==> src/rtl/stream_key_matcher.sv <==
`default_nettype none
// ============================================================================
//  Module      : stream_key_matcher (with helper comparator_eq)
//  Description : Sequential key search over a valid/ready word stream.
//                A key is loaded while idle. A burst of len words is then
//                accepted one per cycle. Each accepted word is compared
//                against the key through a structural equality comparator.
//                When the burst ends, a one-cycle done pulse presents the
//                number of matches, a found flag and the 0-based index of
//                the first matching word.
//  Optional    : `define MATCH_EARLY_EXIT_EN to end the burst on the first
//                matching word. Words after that match are left on the
//                stream and are not accepted.
//  Ports       : clk          rising-edge clock
//                rst          asynchronous, active-low reset
//                key_load     capture key_in (idle only)
//                key_in       search key, N bits
//                start        begin a burst of len words (idle only)
//                len          burst length, CW bits, sampled on start
//                in_valid     upstream word valid
//                in_data      upstream word, N bits
//                in_ready     word accepted when in_valid & in_ready
//                busy         search in progress
//                done         one-cycle result-valid pulse
//                match_count  number of words equal to the key (saturating)
//                found        match_count != 0
//                first_idx    index of first matching word, 0 if none
//  Revision    : 1.0 - initial release
// ============================================================================

// ----------------------------------------------------------------------------
// comparator_eq : purely combinational N-bit equality. Each bit pair is XORed
// and the result is NOR-reduced.
// ----------------------------------------------------------------------------
module comparator_eq #(
  parameter int N = 32
) (
  input  logic [N-1:0] a,
  input  logic [N-1:0] b,
  output logic         eq
);

  logic [N-1:0] w_diff;

  for (genvar i = 0; i < N; i++) begin : g_bits
    assign w_diff[i] = a[i] ^ b[i];
  end

  assign eq = ~|w_diff;

endmodule

// ----------------------------------------------------------------------------
// stream_key_matcher : top-level search stage
// ----------------------------------------------------------------------------
module stream_key_matcher #(
  parameter int N  = 32,
  parameter int CW = 16
) (
  input  logic          clk,
  input  logic          rst,
  input  logic          key_load,
  input  logic [N-1:0]  key_in,
  input  logic          start,
  input  logic [CW-1:0] len,
  input  logic          in_valid,
  input  logic [N-1:0]  in_data,
  output logic          in_ready,
  output logic          busy,
  output logic          done,
  output logic [CW-1:0] match_count,
  output logic          found,
  output logic [CW-1:0] first_idx
);

  localparam logic [1:0] S_IDLE   = 2'd0;
  localparam logic [1:0] S_SEARCH = 2'd1;
  localparam logic [1:0] S_DONE   = 2'd2;

  localparam logic [CW-1:0] C_ONE = {{(CW-1){1'b0}}, 1'b1};

  logic [1:0]    r_state;
  logic [1:0]    w_next_state;

  logic [N-1:0]  r_key;
  logic [CW-1:0] r_remaining;
  logic [CW-1:0] r_index;
  logic [CW-1:0] r_match_count;
  logic          r_found;
  logic [CW-1:0] r_first_idx;
  logic          r_done;

  logic          w_in_ready;
  logic          w_busy;
  logic          w_hs;
  logic          w_eq;
  logic          w_last;
  logic          w_cnt_sat;
  logic          w_accept_start;

  // Single shared comparator: every accepted word is checked against the
  // registered key.
  comparator_eq #(
    .N (N)
  ) u_cmp (
    .a  (in_data),
    .b  (r_key),
    .eq (w_eq)
  );

  assign w_hs           = in_valid & w_in_ready;
  assign w_last         = (r_remaining == C_ONE);
  assign w_cnt_sat      = &r_match_count;
  assign w_accept_start = (r_state == S_IDLE) & start;

  // --------------------------------------------------------------------------
  // State register
  // --------------------------------------------------------------------------
  always_ff @(posedge clk or negedge rst) begin
    if (!rst) begin
      r_state <= S_IDLE;
    end else begin
      r_state <= w_next_state;
    end
  end

  // --------------------------------------------------------------------------
  // Next-state logic
  // --------------------------------------------------------------------------
  always_comb begin
    w_next_state = r_state;
    case (r_state)
      S_IDLE: begin
        if (start) begin
          // A zero-length burst produces results with no accepted words.
          w_next_state = (len == '0) ? S_DONE : S_SEARCH;
        end
      end
      S_SEARCH: begin
        if (w_hs) begin
`ifdef MATCH_EARLY_EXIT_EN
          if (w_eq || w_last) begin
            w_next_state = S_DONE;
          end
`else
          if (w_last) begin
            w_next_state = S_DONE;
          end
`endif
        end
      end
      S_DONE: begin
        w_next_state = S_IDLE;
      end
      default: begin
        w_next_state = S_IDLE;
      end
    endcase
  end

  // --------------------------------------------------------------------------
  // Output decode: in_ready and busy follow the current state directly
  // --------------------------------------------------------------------------
  always_comb begin
    w_in_ready = 1'b0;
    w_busy     = 1'b0;
    case (r_state)
      S_SEARCH: begin
        w_in_ready = 1'b1;
        w_busy     = 1'b1;
      end
      default: begin
        w_in_ready = 1'b0;
        w_busy     = 1'b0;
      end
    endcase
  end

  // --------------------------------------------------------------------------
  // Key register: writable only while idle. When key_load and start coincide,
  // the new key is already in place for the first comparison.
  // --------------------------------------------------------------------------
  always_ff @(posedge clk or negedge rst) begin
    if (!rst) begin
      r_key <= '0;
    end else if ((r_state == S_IDLE) && key_load) begin
      r_key <= key_in;
    end
  end

  // --------------------------------------------------------------------------
  // Burst bookkeeping and result accumulation
  // --------------------------------------------------------------------------
  always_ff @(posedge clk or negedge rst) begin
    if (!rst) begin
      r_remaining   <= '0;
      r_index       <= '0;
      r_match_count <= '0;
      r_found       <= 1'b0;
      r_first_idx   <= '0;
    end else if (w_accept_start) begin
      r_remaining   <= len;
      r_index       <= '0;
      r_match_count <= '0;
      r_found       <= 1'b0;
      r_first_idx   <= '0;
    end else if ((r_state == S_SEARCH) && w_hs) begin
      if (w_eq) begin
        if (!w_cnt_sat) begin
          r_match_count <= r_match_count + C_ONE;
        end
        if (!r_found) begin
          r_found     <= 1'b1;
          r_first_idx <= r_index;
        end
      end
      r_index     <= r_index + C_ONE;
      r_remaining <= r_remaining - C_ONE;
    end
  end

  // done is registered: it rises on the same edge that enters DONE.
  always_ff @(posedge clk or negedge rst) begin
    if (!rst) begin
      r_done <= 1'b0;
    end else begin
      r_done <= (w_next_state == S_DONE);
    end
  end

  assign in_ready    = w_in_ready;
  assign busy        = w_busy;
  assign done        = r_done;
  assign match_count = r_match_count;
  assign found       = r_found;
  assign first_idx   = r_first_idx;

endmodule
`default_nettype wire

==> config.mk <==
export PLATFORM = sky130hd
export DESIGN_NAME = stream_key_matcher
export DESIGN_NICKNAME = d
export VERILOG_FILES = /design/src/rtl/stream_key_matcher.sv
export SDC_FILE = /design/constraint.sdc
export NUM_CORES = 1
export LEC_CHECK = 0
export ABC_AREA = 1
export CAP_MARGIN = 10
export CORE_AREA = 2 2 144 90
export CTS_BUF_LIST = sky130_fd_sc_hd__clkbuf_8
export DETAILED_ROUTE_END_ITERATION = 16
export DIE_AREA = 0 0 146 92
export MAX_ROUTING_LAYER = met4
export PLACE_DENSITY_LB_ADDON = 0.05
export SLEW_MARGIN = 20
export SYNTH_ARGS = -nofsm -noshare
export SYNTH_HDL_FRONTEND = slang
export SYNTH_SLANG_ARGS = --single-unit
==> constraint.sdc <==
create_clock -name clk -period 1.84 [get_ports clk]
set_clock_uncertainty 0.2 [all_clocks]
set_input_delay 0.368 -clock clk [delete_from_list [all_inputs] [get_ports clk]]
set_output_delay 0.368 -clock clk [all_outputs]
set_load 0.02 [all_outputs]
==> metrics.md, run 1 <==
| Metric | Value |
|---|---|
| Sw Ratio | `0.390` |
| Grt total ovfl | `0` |
| Minimum clock period after layout | `1.96 ns` |
| Final period util | `1.06` |
| Cell-internal power | `5.42 mW` |
| Die height | `92 um` |
| Sequential power share | `0.376` |
| Starting Density | `0.460` |
| Max FO, Critical Path | `8` |
| Top FF cell, synth | `dfrtp_1` |
| Pre-CTS setup slack | `-0.527 ns` |
| Ys Warns | `0` |
| M3 GR Usage | `0.0507` |
| Hold Slack | `0.135 ns` |
| Remaining DRCs | `0` |
| Status | `complete, but fails checks` |
| Leading area contributor after synthesis | `dfrtp_1` |
| GP Congestion | `between 0.9 and 1` |
| Vias/cell | `5.07` |
| Worst setup EP type | `register` |
| Drt pass-1 iters | `5` |
| Ant. Diodes | `0` |
| # port buffers | `120` |
| Cells along the critical path | `clkdlybuf4s50_1 > xnor2_1 > nand2_1 > nor2_1 > nand2_1 > nor2_1 > nand2_1 > nand2_4 > nand3_4 > clkbuf_16 > nand2_4 > nand2_1` |
| Clock network fraction of design power | `0.184` |
| Crit-path most repeated cell | `nand2_1` |
| Htree depth | `3` |
| Yosys top cell area share | `0.441` |
| Post-synth cell types | `42` |
| Slack of the critical path | `-0.116 ns` |
| ANT nets after route | `0` |
| Largest net degree at the start of global routing | `62` |
| Max cap viols | `0` |
| Layout cell share with drive strength beyond 1 | `0.236` |
| Clk pin slew, worst setup/hold paths | `0.10 ns` |
| Cells after DPL | `1063` |
| Violated checks | `negative setup slack` |
| CP Class | `in -> reg` |
| Seq/Total Area, Yosys | `0.441` |
| Async set-reset flop share out of synthesis | `1.00` |
| # fillers | `~1100` |
| Post-synth EDFFs | `0` |
| Setup repair after global routing missed its margin | `yes` |
| CTS tree | `done` |
| Slew HR | `0.682` |
| Combinational power share | `0.440` |
| CTS Sinks | `100` |
| First-pass GRT wire length | `25900 um` |
| CP Data Required Time | `1.93 ns` |
| Wire length per cell | `14.8 um` |
| Maximum vdd drop | `724 uV` |
| Register Area | `2510 sq um` |
| Final setup fails | `32` |
| Via Count | `5577` |
| Total Power | `8.88 mW` |
| Post-Syn Instances | `730` |
| Die area | `13400 sq um` |
| Final wirelength | `roughly 16000 um` |
| Clk_lat worst skew | `approximately 0.38 ns` |
| Num CTS Buffers | `9` |
| HPWL Detailed | `11500 um` |
| Area of the multi-input gates | `3070 sq um` |
| Routing usage on met1 | `0.364` |
| Core area | `12300 sq um` |
| Die X | `146 um` |
| Nets | `just over 1000` |
| Worst stage delay on the critical path | `~0.51 ns` |
| Post-Syn Area | `5670 sq um` |
| Final Hold Fails | `0` |
| Vias in the first global route | `5264` |
| Type of origin of the critical path | `primary input` |
| Num ports | `approximately 120` |
| Fin. max-slew vios | `0` |
| Area growth from synthesis to layout | `46.3%` |
| Hold WC Path Type | `in -> async` |
| Net switching power | `3.46 mW` |
| Pwr Density | `1070 nW/um^2` |
| Slowest CP cell | `clkdlybuf4s50_1` |
| Fin cells | `1101` |
| Area contributors post-synth | `dfrtp_1, nand2_1, nor2_1` |
| Worst-margin pin slew | `0.477 ns` |
| # rows | `32` |
| Gr usage total | `0.248` |
| Syn nets | `819` |
| Busiest layer in global routing | `met1` |
| CP arrival | `2.04 ns` |
| Leakage | `4.21 nW` |
| Initial antenna violation count | `0` |
| Clock Tree Buf Depth | `2` |
| Flops & latches, synth | `100` |
| Initial DRC Count | `480` |
| Max Fclk | `511 MHz` |
| Mean Syn Cell Area | `7.77 sq um` |
| Root buffer cell | `clkbuf_8` |
| Met2 Resource Use GR | `0.358` |
## logic make-up after synthesis
kind of cell,synth area share
multiplexers,0.0318
adder cells (fa/ha/maj),0.00883
XOR/XNOR,0.0680
AND/OR/NAND/NOR,0.294
flip-flops,0.441
AO/OA/AOI/OAI,0.0766
buffers and inverters,0.0797
## power by group through the flow
stage	combinational, mW	sequential (mW)	clock (mW)
after floorplan	2.21	3.22	0
after global placement	3.33	3.28	0
after detailed placement	3.41	3.32	0
after CTS	3.48	3.29	1.68
after global routing	4.33	3.42	1.76
final	3.90	3.34	1.63
## critical path, delay by kind of cell
family	cells	cell delay (ns)
simple gates	9	0.81
xor+xnor	1	0.14
buf+inv	2	0.70
## registers in the layout, indices dropped and copies added (netlist names)
signal and flops:
found 1, first_idx 16, match_count 16, r_key 32, r_remaining 16, r_index 16, r_state 2, done 1
## cell type report
type	instances	area share
timing repair buffer	207	0.233
multi-input combinational	518	0.371
sequential	100	0.302
clock inverter	7	0.0128
inverter	90	0.0407
clock buffer	9	0.0149
tap	170	0.0257
## worst paths after layout
path / from / end / slack, ns / cells after the start
worst max-delay path: in_data[26] / first_idx[6] / -0.12 / 12
worst min-delay path: rst / r_key[7] / 0.14 / 2
worst max register to register: r_key[10] / first_idx[0] / -0.11 / 11
worst min register to register: first_idx[10] / first_idx[10] / 0.27 / 2
max in group asynchronous: rst / match_count[0] / 0.61 / 3
min in group clk: first_idx[10] / first_idx[10] / 0.27 / 2
## timing repair
action / CTS / global route
pin swaps: 16 / 46
resized for setup: 68 / 92
cloned: 2 / 2
hold endpoints to repair: 100 / 0
endpoints found under the setup margin: 73 / 55
setup buffers: 6 / 12
hold buffers: 1 / 0
## per-layer routing
| metal | up-vias | part of all wire |
|---|---|---|
| li1 | 2744 | - |
| met1 | 2610 | 0.49 |
| met2 | 211 | 0.43 |
| met3 | 12 | 0.076 |
| met4 | 0 | 0.0077 |
| met5 | - | 0 |
## synth_stat cells, types with 12 or more instances
| master | n |
|---|---|
| nand2_1 | 209 |
| dfrtp_1 | 100 |
| nor2_1 | 85 |
| inv_1 | 78 |
| nand4_1 | 38 |
| a21oi_1 | 26 |
| xnor2_1 | 26 |
| o21ai_0 | 21 |
| xor2_1 | 18 |
| nand3_1 | 17 |
| mux2_2 | 16 |
| clkbuf_1 | 12 |
## placed cells by master (no fill, tap or decap), drive strengths merged, types with 3 or more instances in the layout
| master | n |
|---|---|
| a21oi | 26 |
| buf | 87 |
| clkbuf | 14 |
| clkdlybuf4s15 | 3 |
| clkdlybuf4s50 | 72 |
| dfrtp | 100 |
| dlygate4sd2 | 31 |
| dlymetal6s2s | 8 |
| ha | 4 |
| inv | 91 |
| mux2 | 16 |
| nand2 | 213 |
| nand3 | 20 |
| nand4 | 39 |
| nor2 | 89 |
| nor3 | 12 |
| nor4 | 4 |
| o211ai | 5 |
| o21ai | 25 |
| o221ai | 9 |
| xnor2 | 26 |
| xor2 | 18 |
## metrics by stage
step                instance area (sq um)  TNS (ns)   util
floorplan                            5690    -0.577      -
finish                               8290     -3.00  0.672
detailed placement                   7530    -21.61  0.611
CTS                                  7920     -2.58  0.642
global placement                     7530    -20.03  0.611
global route                         8290     -6.30  0.672
No activity file was read; power rests on OpenSTA's default activity.
==> run 2, diff against run 1 <==
- PLACE_DENSITY: not set -> 0.85
- PLACE_DENSITY_LB_ADDON: 0.05 -> not set
==> run 2 against run 1 <==
The flow still finishes with violations (negative setup slack). First-iteration DRC count down 14%. Register-to-register slack lost 0.02 ns. Sequential power hardly changed. Critical path type is now reg -> reg.
==> metrics.md, run 2 (synthesized netlist as in run 1, its figures left out) <==
| Metric | Value |
|---|---|
| Max reg flops | `32 (unchanged)` |
| Htree depth | `3 (unchanged)` |
| Leakage | `4.16 nW (-1.3%)` |
| Cells along the critical path | `ha_4 > nand2_4 > nor2_4 > nand2_4 > nor2_4 > nand2_2 > nor2_4 > nand4_4 > buf_12 > nand3_4 > nand2_1 > nand2_1` |
| # rows | `32 (unchanged)` |
| Die X | `146 um (unchanged)` |
| Max cap viols | `0 (unchanged)` |
| Slowest CP cell | `dfrtp_2` |
| Slack of the critical path | `-0.128 ns (-0.0120 ns)` |
| Die height | `92 um (unchanged)` |
| Max FO, Critical Path | `8 (unchanged)` |
| HPWL Detailed | `11400 um (-0.45%)` |
| Critical path buffers and inverters | `1 (-1)` |
| Via Count | `5578 (+0.018%)` |
| Pwr Density | `1050 nW/um^2 (-2.4%)` |
| Largest net degree at the start of global routing | `101 (+63%)` |
| Remaining DRCs | `0 (unchanged)` |
| Drt pass-1 iters | `5 (unchanged)` |
| Utilization after layout | `0.657 (-0.0150)` |
| Cells after DPL | `1058 (-0.47%)` |
| Slew HR | `0.634 (-0.0480)` |
| CTS Sinks | `100 (unchanged)` |
| CP Class | `reg -> reg` |
| Minimum clock period after layout | `1.97 ns (+0.0120 ns)` |
| CTS tree | `done` |
| Type of origin of the critical path | `register` |
| Grt total ovfl | `0 (unchanged)` |
| Initial DRC Count | `414 (-14%)` |
| ANT nets after route | `0 (unchanged)` |
| Clock Tree Buf Depth | `2 (unchanged)` |
| Total Power | `8.47 mW (-4.6%)` |
| Hold Slack | `0.281 ns (+0.146 ns)` |
| Vias/cell | `5.11 (+0.84%)` |
| Vias in the first global route | `5370 (+2.0%)` |
| Final setup fails | `32 (unchanged)` |
| Area growth from synthesis to layout | `43.0%` |
| Initial antenna violation count | `0 (unchanged)` |
| Most common cell after layout, fill and taps aside | `nand2_1` |
| Setup repair after global routing missed its margin | `yes` |
| Final wirelength | `15700 um (-3.8%)` |
| Ant. Diodes | `0 (unchanged)` |
| # port buffers | `120 (unchanged)` |
| Fin. max-slew vios | `0 (unchanged)` |
| Gr usage total | `0.248 (about the same)` |
| Root buffer cell | `clkbuf_8` |
| Worst stage delay on the critical path | `0.40 ns (-0.11 ns)` |
| Worst setup EP type | `register` |
| Clk_lat worst skew | `0.38 ns (about the same)` |
| Die area | `13400 sq um (unchanged)` |
| Hold WC Path Type | `reg -> reg` |
| Core area | `12300 sq um (unchanged)` |
| Max Fclk | `508 MHz (-0.61%)` |
| Status | `complete, but fails checks` |
| Num ports | `121 (unchanged)` |
| Maximum vdd drop | `568 uV (-21%)` |
| Largest Register | `r_key` |
| Fin cells | `1092 (-0.82%)` |
| Starting Density | `0.460 (unchanged)` |
| GP Congestion | `0.912 (-0.58%)` |
| Clk pin slew, worst setup/hold paths | `0.10 ns (about the same)` |
| Nets | `1006 (-0.89%)` |
| Worst-margin pin slew | `0.549 ns (+0.0720 ns)` |
| Num CTS Buffers | `9 (unchanged)` |
| Crit-path most repeated cell | `nor2_4` |
| Commonest cells after routing, fill and taps aside | `nand2_1, dfrtp_1, inv_1, nor2_1, clkdlybuf4s50_1` |
| Final Hold Fails | `0 (unchanged)` |
| CP Data Required Time | `1.95 ns (+0.02 ns)` |
| CP top delay family | `simple AND/OR/NAND/NOR gates` |
| CP arrival | `2.08 ns (+0.04 ns)` |
| Wire length per cell | `14.3 um (-3.0%)` |
| Layout cell share with drive strength beyond 1 | `0.209 (-0.0270)` |
| Final period util | `1.07 (+0.00653)` |
| Violated checks | `negative setup slack` |
| First-pass GRT wire length | `26100 um (+0.99%)` |
-- run 2: worst paths after layout --
path                           startpoint         endpoint  slack [ns]  cells after the start
setup / recovery           match_count[0]  match_count[15]       -0.13                     12
hold / removal               first_idx[9]     first_idx[9]        0.28                      2
setup reg to reg           match_count[0]  match_count[15]       -0.13                     12
hold reg to reg              first_idx[9]     first_idx[9]        0.28                      2
max in group asynchronous             rst  match_count[12]        0.63                      3
min in group asynchronous             rst        r_key[21]        0.38                      3
-- run 2: worst register-to-register path: cells and delay by family (launching register included) --
kind                       cells  cell delay [ns]
adders and majority gates      1             0.15
buffers and inverters          1             0.18
and+or+nand+nor               10             0.98
DFF                            1             0.40
-- run 2: power breakdown --
group          switching (mW)  internal, mW  leakage (nW)  total, mW
combinational            1.99          1.78          2.80       3.76
clock                   0.821         0.539        0.0893       1.36
sequential              0.547          2.80          1.27       3.35
-- run 2: what timing repair did --
action                                  CTS  global route
buffers inserted                          7             8
cloned                                    1             1
endpoints found under the hold margin   100             0
hold buffers                              1             0
gates resized for setup                  66            61
endpoints found under the setup margin   72            50
pin swaps                                12            32
-- run 2: layout make-up --
| type | count | area, sq um |
|---|---|---|
| clock buffer | 10 | 138 |
| clock inverter | 6 | 46.3 |
| fill | 1041 | 4230 |
| inverter | 90 | 338 |
| multi-input combinational | 518 | 2980 |
| sequential | 100 | 2510 |
| tap | 170 | 213 |
| timing repair buffer | 198 | 1890 |
-- run 2: through the flow --
step                setup TNS (ns)  area [sq um]  setup WS, ns
floorplan                   -0.577          5690       -0.0551
global placement            -22.01          7530        -0.530
detailed placement          -21.75          7530        -0.557
CTS                          -2.47          7850        -0.103
global route                 -7.34          8110        -0.254
finish                       -2.84          8110        -0.128
-- run 2: per-layer routing --
| metal | up-vias | GRT usage | part of all wire |
|---|---|---|---|
| met5 | - | - | 0 |
| met2 | 187 | 0.360 | 0.44 |
| met4 | 0 | 0.0566 | 0.012 |
| met3 | 21 | 0.0532 | 0.060 |
| li1 | 2726 | - | - |
| met1 | 2644 | 0.358 | 0.49 |
